**src/rtl/bp_pkg.sv**
```systemverilog
// Shared types and constants for the branch predictor.
// Counter encoding, counter type and statistics saturation value.
package bp_pkg;

    typedef logic [1:0] ctr_t;

    localparam ctr_t CTR_SNT = 2'b00;
    localparam ctr_t CTR_WNT = 2'b01;
    localparam ctr_t CTR_WT  = 2'b10;
    localparam ctr_t CTR_ST  = 2'b11;
    localparam ctr_t CTR_RST = CTR_WNT;

    localparam logic [31:0] STAT_MAX = 32'hFFFF_FFFF;

endpackage

```
**src/rtl/bp_sat_ctr.sv**
```systemverilog
// 2-bit saturating counter next-state logic.
// Taken counts up to strong-T, not-taken counts down to strong-NT.
module bp_sat_ctr
    import bp_pkg::*;
(
    input  logic [1:0] ctr,
    input  logic       taken,
    output logic [1:0] nxt
);

    // saturating step in the direction of the outcome
    always_comb begin
        nxt = ctr;
        if (taken) begin
            if (ctr != CTR_ST)
                nxt = ctr + 2'd1;
        end else begin
            if (ctr != CTR_SNT)
                nxt = ctr - 2'd1;
        end
    end

endmodule

```
**src/rtl/branch_predictor.sv**
```systemverilog
// Direct-mapped 2-bit counter branch predictor with statistics.
// Optional target buffer enabled by defining BP_BTB_EN.
module branch_predictor
    import bp_pkg::*;
#(
    parameter int ENTRIES = 64
) (
    input  logic        clk,
    input  logic        rst_n,
    input  logic        f_valid,
    input  logic [31:0] f_pc,
    output logic        p_valid,
    output logic        p_taken,
    output logic        p_hit,
    output logic [31:0] p_target,
    input  logic        u_valid,
    input  logic [31:0] u_pc,
    input  logic        u_taken,
    input  logic [31:0] u_target,
    input  logic        u_pred_taken,
    input  logic [31:0] u_pred_target,
    output logic        u_mispredict,
    output logic [31:0] cnt_branch,
    output logic [31:0] cnt_mispredict
);

    localparam int IDX = $clog2(ENTRIES);
    localparam int TW  = 32 - IDX - 2;

    logic [IDX-1:0] fidx;
    logic [IDX-1:0] uidx;
    ctr_t           ctr_q [ENTRIES];
    logic [1:0]     ctr_nxt;
    logic           l_taken;
    logic           l_hit;
    logic [31:0]    l_tgt;
    logic           tgt_mp;
    logic           mp;
    logic [31:0]    stat_br_q;
    logic [31:0]    stat_mp_q;

    assign fidx = f_pc[IDX+1:2];
    assign uidx = u_pc[IDX+1:2];

    bp_sat_ctr u_sat (
        .ctr   (ctr_q[uidx]),
        .taken (u_taken),
        .nxt   (ctr_nxt)
    );

`ifdef BP_BTB_EN
    logic          btb_v   [ENTRIES];
    logic [TW-1:0] btb_tag [ENTRIES];
    logic [31:0]   btb_tgt [ENTRIES];
    logic [3:0]    unused_ok;

    assign l_hit   = btb_v[fidx] && (btb_tag[fidx] == f_pc[31:IDX+2]);
    assign l_tgt   = l_hit ? btb_tgt[fidx] : 32'd0;
    assign l_taken = ctr_q[fidx][1] & l_hit;
    assign tgt_mp  = u_taken & u_pred_taken
                   & (u_target != u_pred_target);
    assign unused_ok = {f_pc[1:0], u_pc[1:0]};

    // valid bits need reset; set on taken resolution
    always_ff @(posedge clk or negedge rst_n) begin
        if (!rst_n) begin
            for (int i = 0; i < ENTRIES; i++)
                btb_v[i] <= 1'b0;
        end else if (u_valid && u_taken) begin
            btb_v[uidx] <= 1'b1;
        end
    end

    // tag and target are qualified by the valid bit
    always_ff @(posedge clk) begin
        if (u_valid && u_taken) begin
            btb_tag[uidx] <= u_pc[31:IDX+2];
            btb_tgt[uidx] <= u_target;
        end
    end
`else
    logic unused_ok;

    assign l_hit   = 1'b0;
    assign l_tgt   = 32'd0;
    assign l_taken = ctr_q[fidx][1];
    assign tgt_mp  = 1'b0;
    assign unused_ok = ^{u_target, u_pred_target,
                         f_pc[31:IDX+2], f_pc[1:0],
                         u_pc[31:IDX+2], u_pc[1:0]};
`endif

    assign mp = u_valid & ((u_taken != u_pred_taken) | tgt_mp);

    // counter table: train on resolved branches
    always_ff @(posedge clk or negedge rst_n) begin
        if (!rst_n) begin
            for (int i = 0; i < ENTRIES; i++)
                ctr_q[i] <= CTR_RST;
        end else if (u_valid) begin
            ctr_q[uidx] <= ctr_nxt;
        end
    end

    // lookup result reads pre-update table state
    always_ff @(posedge clk or negedge rst_n) begin
        if (!rst_n) begin
            p_valid  <= 1'b0;
            p_taken  <= 1'b0;
            p_hit    <= 1'b0;
            p_target <= 32'd0;
        end else begin
            p_valid <= f_valid;
            if (f_valid) begin
                p_taken  <= l_taken;
                p_hit    <= l_hit;
                p_target <= l_tgt;
            end
        end
    end

    // registered mispredict pulse and saturating statistics
    always_ff @(posedge clk or negedge rst_n) begin
        if (!rst_n) begin
            u_mispredict <= 1'b0;
            stat_br_q    <= 32'd0;
            stat_mp_q    <= 32'd0;
        end else begin
            u_mispredict <= mp;
            if (u_valid && stat_br_q != STAT_MAX)
                stat_br_q <= stat_br_q + 32'd1;
            if (mp && stat_mp_q != STAT_MAX)
                stat_mp_q <= stat_mp_q + 32'd1;
        end
    end

    assign cnt_branch     = stat_br_q;
    assign cnt_mispredict = stat_mp_q;

endmodule
```
**config.mk**
```make
export PLATFORM = sky130hd
export DESIGN_NAME = branch_predictor
export DESIGN_NICKNAME = d
export VERILOG_FILES = /design/src/rtl/bp_pkg.sv /design/src/rtl/bp_sat_ctr.sv /design/src/rtl/branch_predictor.sv
export SDC_FILE = /design/constraint.sdc
export NUM_CORES = 1
export LEC_CHECK = 0
export ABC_AREA = 1
export CAP_MARGIN = 0
export CORE_MARGIN = 2
export CORE_UTILIZATION = 40
export DETAILED_ROUTE_END_ITERATION = 16
export PLACE_DENSITY = 0.77
export SLEW_MARGIN = 0
export SYNTH_ARGS = -nofsm -noshare
export SYNTH_HDL_FRONTEND = slang
export SYNTH_HIERARCHICAL = 1
export SYNTH_SLANG_ARGS = --single-unit
```
**constraint.sdc**
```tcl
create_clock -name clk -period 2 [get_ports clk]
set_input_delay 0.3 -clock clk [delete_from_list [all_inputs] [get_ports clk]]
set_output_delay 0.3 -clock clk [all_outputs]
set_load 0.02 [all_outputs]
```
==> reports/summary.txt <==
CP Class -> reg2reg
Post-synth top area share -> 29.91%
Fill cells -> 2398
Top-Level Pins -> 234
Cell area after layout -> 0.01454 mm2
Unrepaired setup endpoints after global routing -> yes
CP startpoint kind -> flip-flop
IO Port Bufs -> 84
Final Critical Period -> 2098 ps
Crit-path cells -> nand2_1 -> a21oi_1 -> o21ai_1 -> nand4_1 -> nand2_1 -> nand2_1 -> nor2_1 -> nand2_1 -> inv_1 -> o21ai_2 -> nand2_4 -> clkinv_8 -> clkbuf_16 -> o21ai_2
Congestion Overflow GR -> 0
Via density -> 5.488
GRT Util Overall -> 24.24%
CP Data Arrival Time -> 2470 ps
Antenna Violating Nets Remaining -> 0
Peak VDD IR -> 578.5 uV
Post-synth EDFFs -> 0
Pin count of the biggest net entering global routing -> 54
Initial antenna violation count -> 0
Post-synthesis sequential area ratio -> 45.25%
Cell accounting for the most synthesized area -> dfrtp_1
Num CTS Buffers -> 17
Failing checks -> negative setup slack
DRC errors left -> 0
Hold Violations, Final -> 0
Distinct cell type count after synthesis -> 38
Clock transition at path regs -> 70 ps
Non-Filler Instances -> 2031
Die width -> 169.5 um
CTS max path bufs -> 2
FF-to-FF path depth -> 14
Sequential standard cell area -> 0.004960 mm2
Worst hold stages -> 1
Clk sink count -> 195
Setup Skew -> 15.00 ps
Starting Density -> 40.67%
Pwr Density -> 819.2 mW/mm2
Die Footprint -> 0.02874 mm2
Placed inst area -> 0.01303 mm2
Crit-path max FO -> 8
Pre-antenna DRT Iters -> 6
Starting DRT DRC Count -> 1353
Flops & latches, synth -> 195
# rows -> 60
Most frequent cells after synthesis -> 527 x nand2_1, 162 x o21ai_0, 131 x dfrtp_1
Final setup viols -> 87
Mapped Area -> 0.01096 mm2
LEAKAGE -> 6.274 nW
Area of the multi-input gates -> 0.005644 mm2
Status -> complete, but fails checks
First-pass GRT wire length -> 54860 um
Worst hold path type -> in2reg
Vias in the first global route -> 10405
Max incr delay on CP -> 380 ps
Synth top area cells -> dfrtp_1 30%, nand2_1 18%, dfstp_2 15%
Layout cells sized above 1 -> 22.90%
Pins Over Slew Limit -> 0
Core Region -> 0.02695 mm2
Placer Congestion -> 0.9650
Count leader, synth -> nand2_1
CTS root buffer -> clkbuf_16
Slowest-stage cell, CP -> dfstp_2
Gate Count Post-Synth -> 1469
Diode count -> 0
Setup_tns -> -4419 ps
CTS tree -> built
Via count -> 11146
Die Ht -> 169.5 um
Layout Nets -> 1813
H-tree levels -> 4
Max frequency -> 0.4766 GHz
Period utilisation layout -> 104.9%
CP dominant cell by count -> nand2_1
Area Growth Syn to Fin -> 32.65%
Final worst slack -> -98.13 ps
Detailed placement HPWL -> 23960 um
WP data required -> 2370 ps
Final Total Pwr -> 11.91 mW
Finished Core Util -> 53.95%
Inst Count DP -> 1973
WL final -> 36590 um
Ys Warns -> 6
Reg2reg setup slack -> -100 ps
Max-cap viol count -> 0
Avg Cell Area, Syn -> 7.461 um2
Routed len/inst -> 18.02 um
Critical Path Sink Type -> flip-flop
Async SR Flop Fraction -> 100.0%
Clk Latency, worst-skew pair -> 450 ps
Post-synth top flop -> dfrtp_1
==> timing repair <==
item	CTS	global route
setup endpoints to repair	128	138
resized for setup	126	147
cloned	3	10
endpoints found under the hold margin	26	0
buffers inserted	10	4
hold buffers	1	0
pin swaps	17	56
==> registers in the layout, summed over array words and instances, names as in the netlist <==
name,cells
cnt_branch,32
cnt_mispredict,32
ctr_q,128
p_taken,1
p_valid,1
u_mispredict,1
==> worst paths after layout <==
check                              to       start
max in group asynchronous   ctr_q[86]       rst_n
hold / removal                p_valid     f_valid
setup reg to reg           ctr_q[118]   ctr_q[86]
setup / recovery           ctr_q[118]   ctr_q[86]
hold reg to reg            ctr_q[122]  ctr_q[122]
min in group asynchronous  ctr_q[109]       rst_n
==> through the flow <==
stage / hold slack [ps] / worst slack [ps]
6_report: 363.7 / -98.13
5_1_grt: 378.4 / -190.0
4_1_cts: 354.3 / -48.98
3_5_place_dp: 284.5 / -917.9
3_3_place_gp: 283.9 / -860.1
2_1_floorplan: 4.409 / -3.957
==> final cells by class <==
class	instances	share of cell area, %
Tap cell	341	2.935
Clock buffer	21	3.029
Multi-Input combinational cell	1107	38.82
Clock inverter	11	1.041
Timing Repair Buffer	237	16.73
Sequential cell	195	34.11
Timing Repair inverter	1	0.06024
Inverter	118	3.270
==> per-layer routing <==
metal | vias up | routed length, um | global-route usage, % | share of wire (%)
met4 | 0 | 1689 | 9.625 | 4.6
li1 | 5122 | - | - | -
met5 | - | 0 | 0 | 0
met3 | 153 | 3415 | 5.154 | 9.3
met1 | 5232 | 14700 | 32.49 | 40
met2 | 639 | 16790 | 38.40 | 46
==> power by group <==
group	switching [mW]	internal (mW)	total (mW)
Combinational	1.84	1.33	3.17
Clock	1.60	1.98	3.58
Sequential	0.501	4.66	5.17
==> critical path, delay by kind of cell, from the launching register on <==
| kind | cells | cell delay, ps |
|---|---|---|
| AOI/OAI and AO/OA | 4 | 500 |
| buffers and inverters | 3 | 400 |
| DFF | 1 | 380 |
| and+or+nand+nor | 7 | 750 |
==> kinds of logic (layout without fill, tap and decap cells) <==
logic type | Yosys count | in the layout | synth area share (%)
AND/OR/NAND/NOR | 798 | 798 | 30.98
AO/OA/AOI/OAI | 219 | 219 | 10.64
other | 1 | 33 | 0.03421
XOR/XNOR | 55 | 55 | 4.395
flip-flops | 195 | 195 | 45.25
buffers and inverters | 199 | 388 | 8.470
adder cells (fa/ha/maj) | 2 | 2 | 0.2283
==> cell usage in the layout, fill, tap and decap left out, types with 8 or more instances in the layout <==
cell / instances
inv_1: 103
xnor2_1: 16
nand4_1: 22
nand2_1: 515
buf_6: 17
nor2_2: 9
buf_12: 16
a21oi_2: 8
nand3_1: 80
nand2_2: 13
nor2_1: 94
o21ai_0: 60
buf_4: 111
o21ai_1: 60
clkbuf_16: 24
dfstp_2: 64
clkdlybuf4s50_1: 79
a22oi_1: 10
conb_1: 33
dfrtp_1: 131
nor3_1: 31
xor2_1: 39
o21ai_2: 55
inv_2: 9
(Power assumes the default switching activity.)
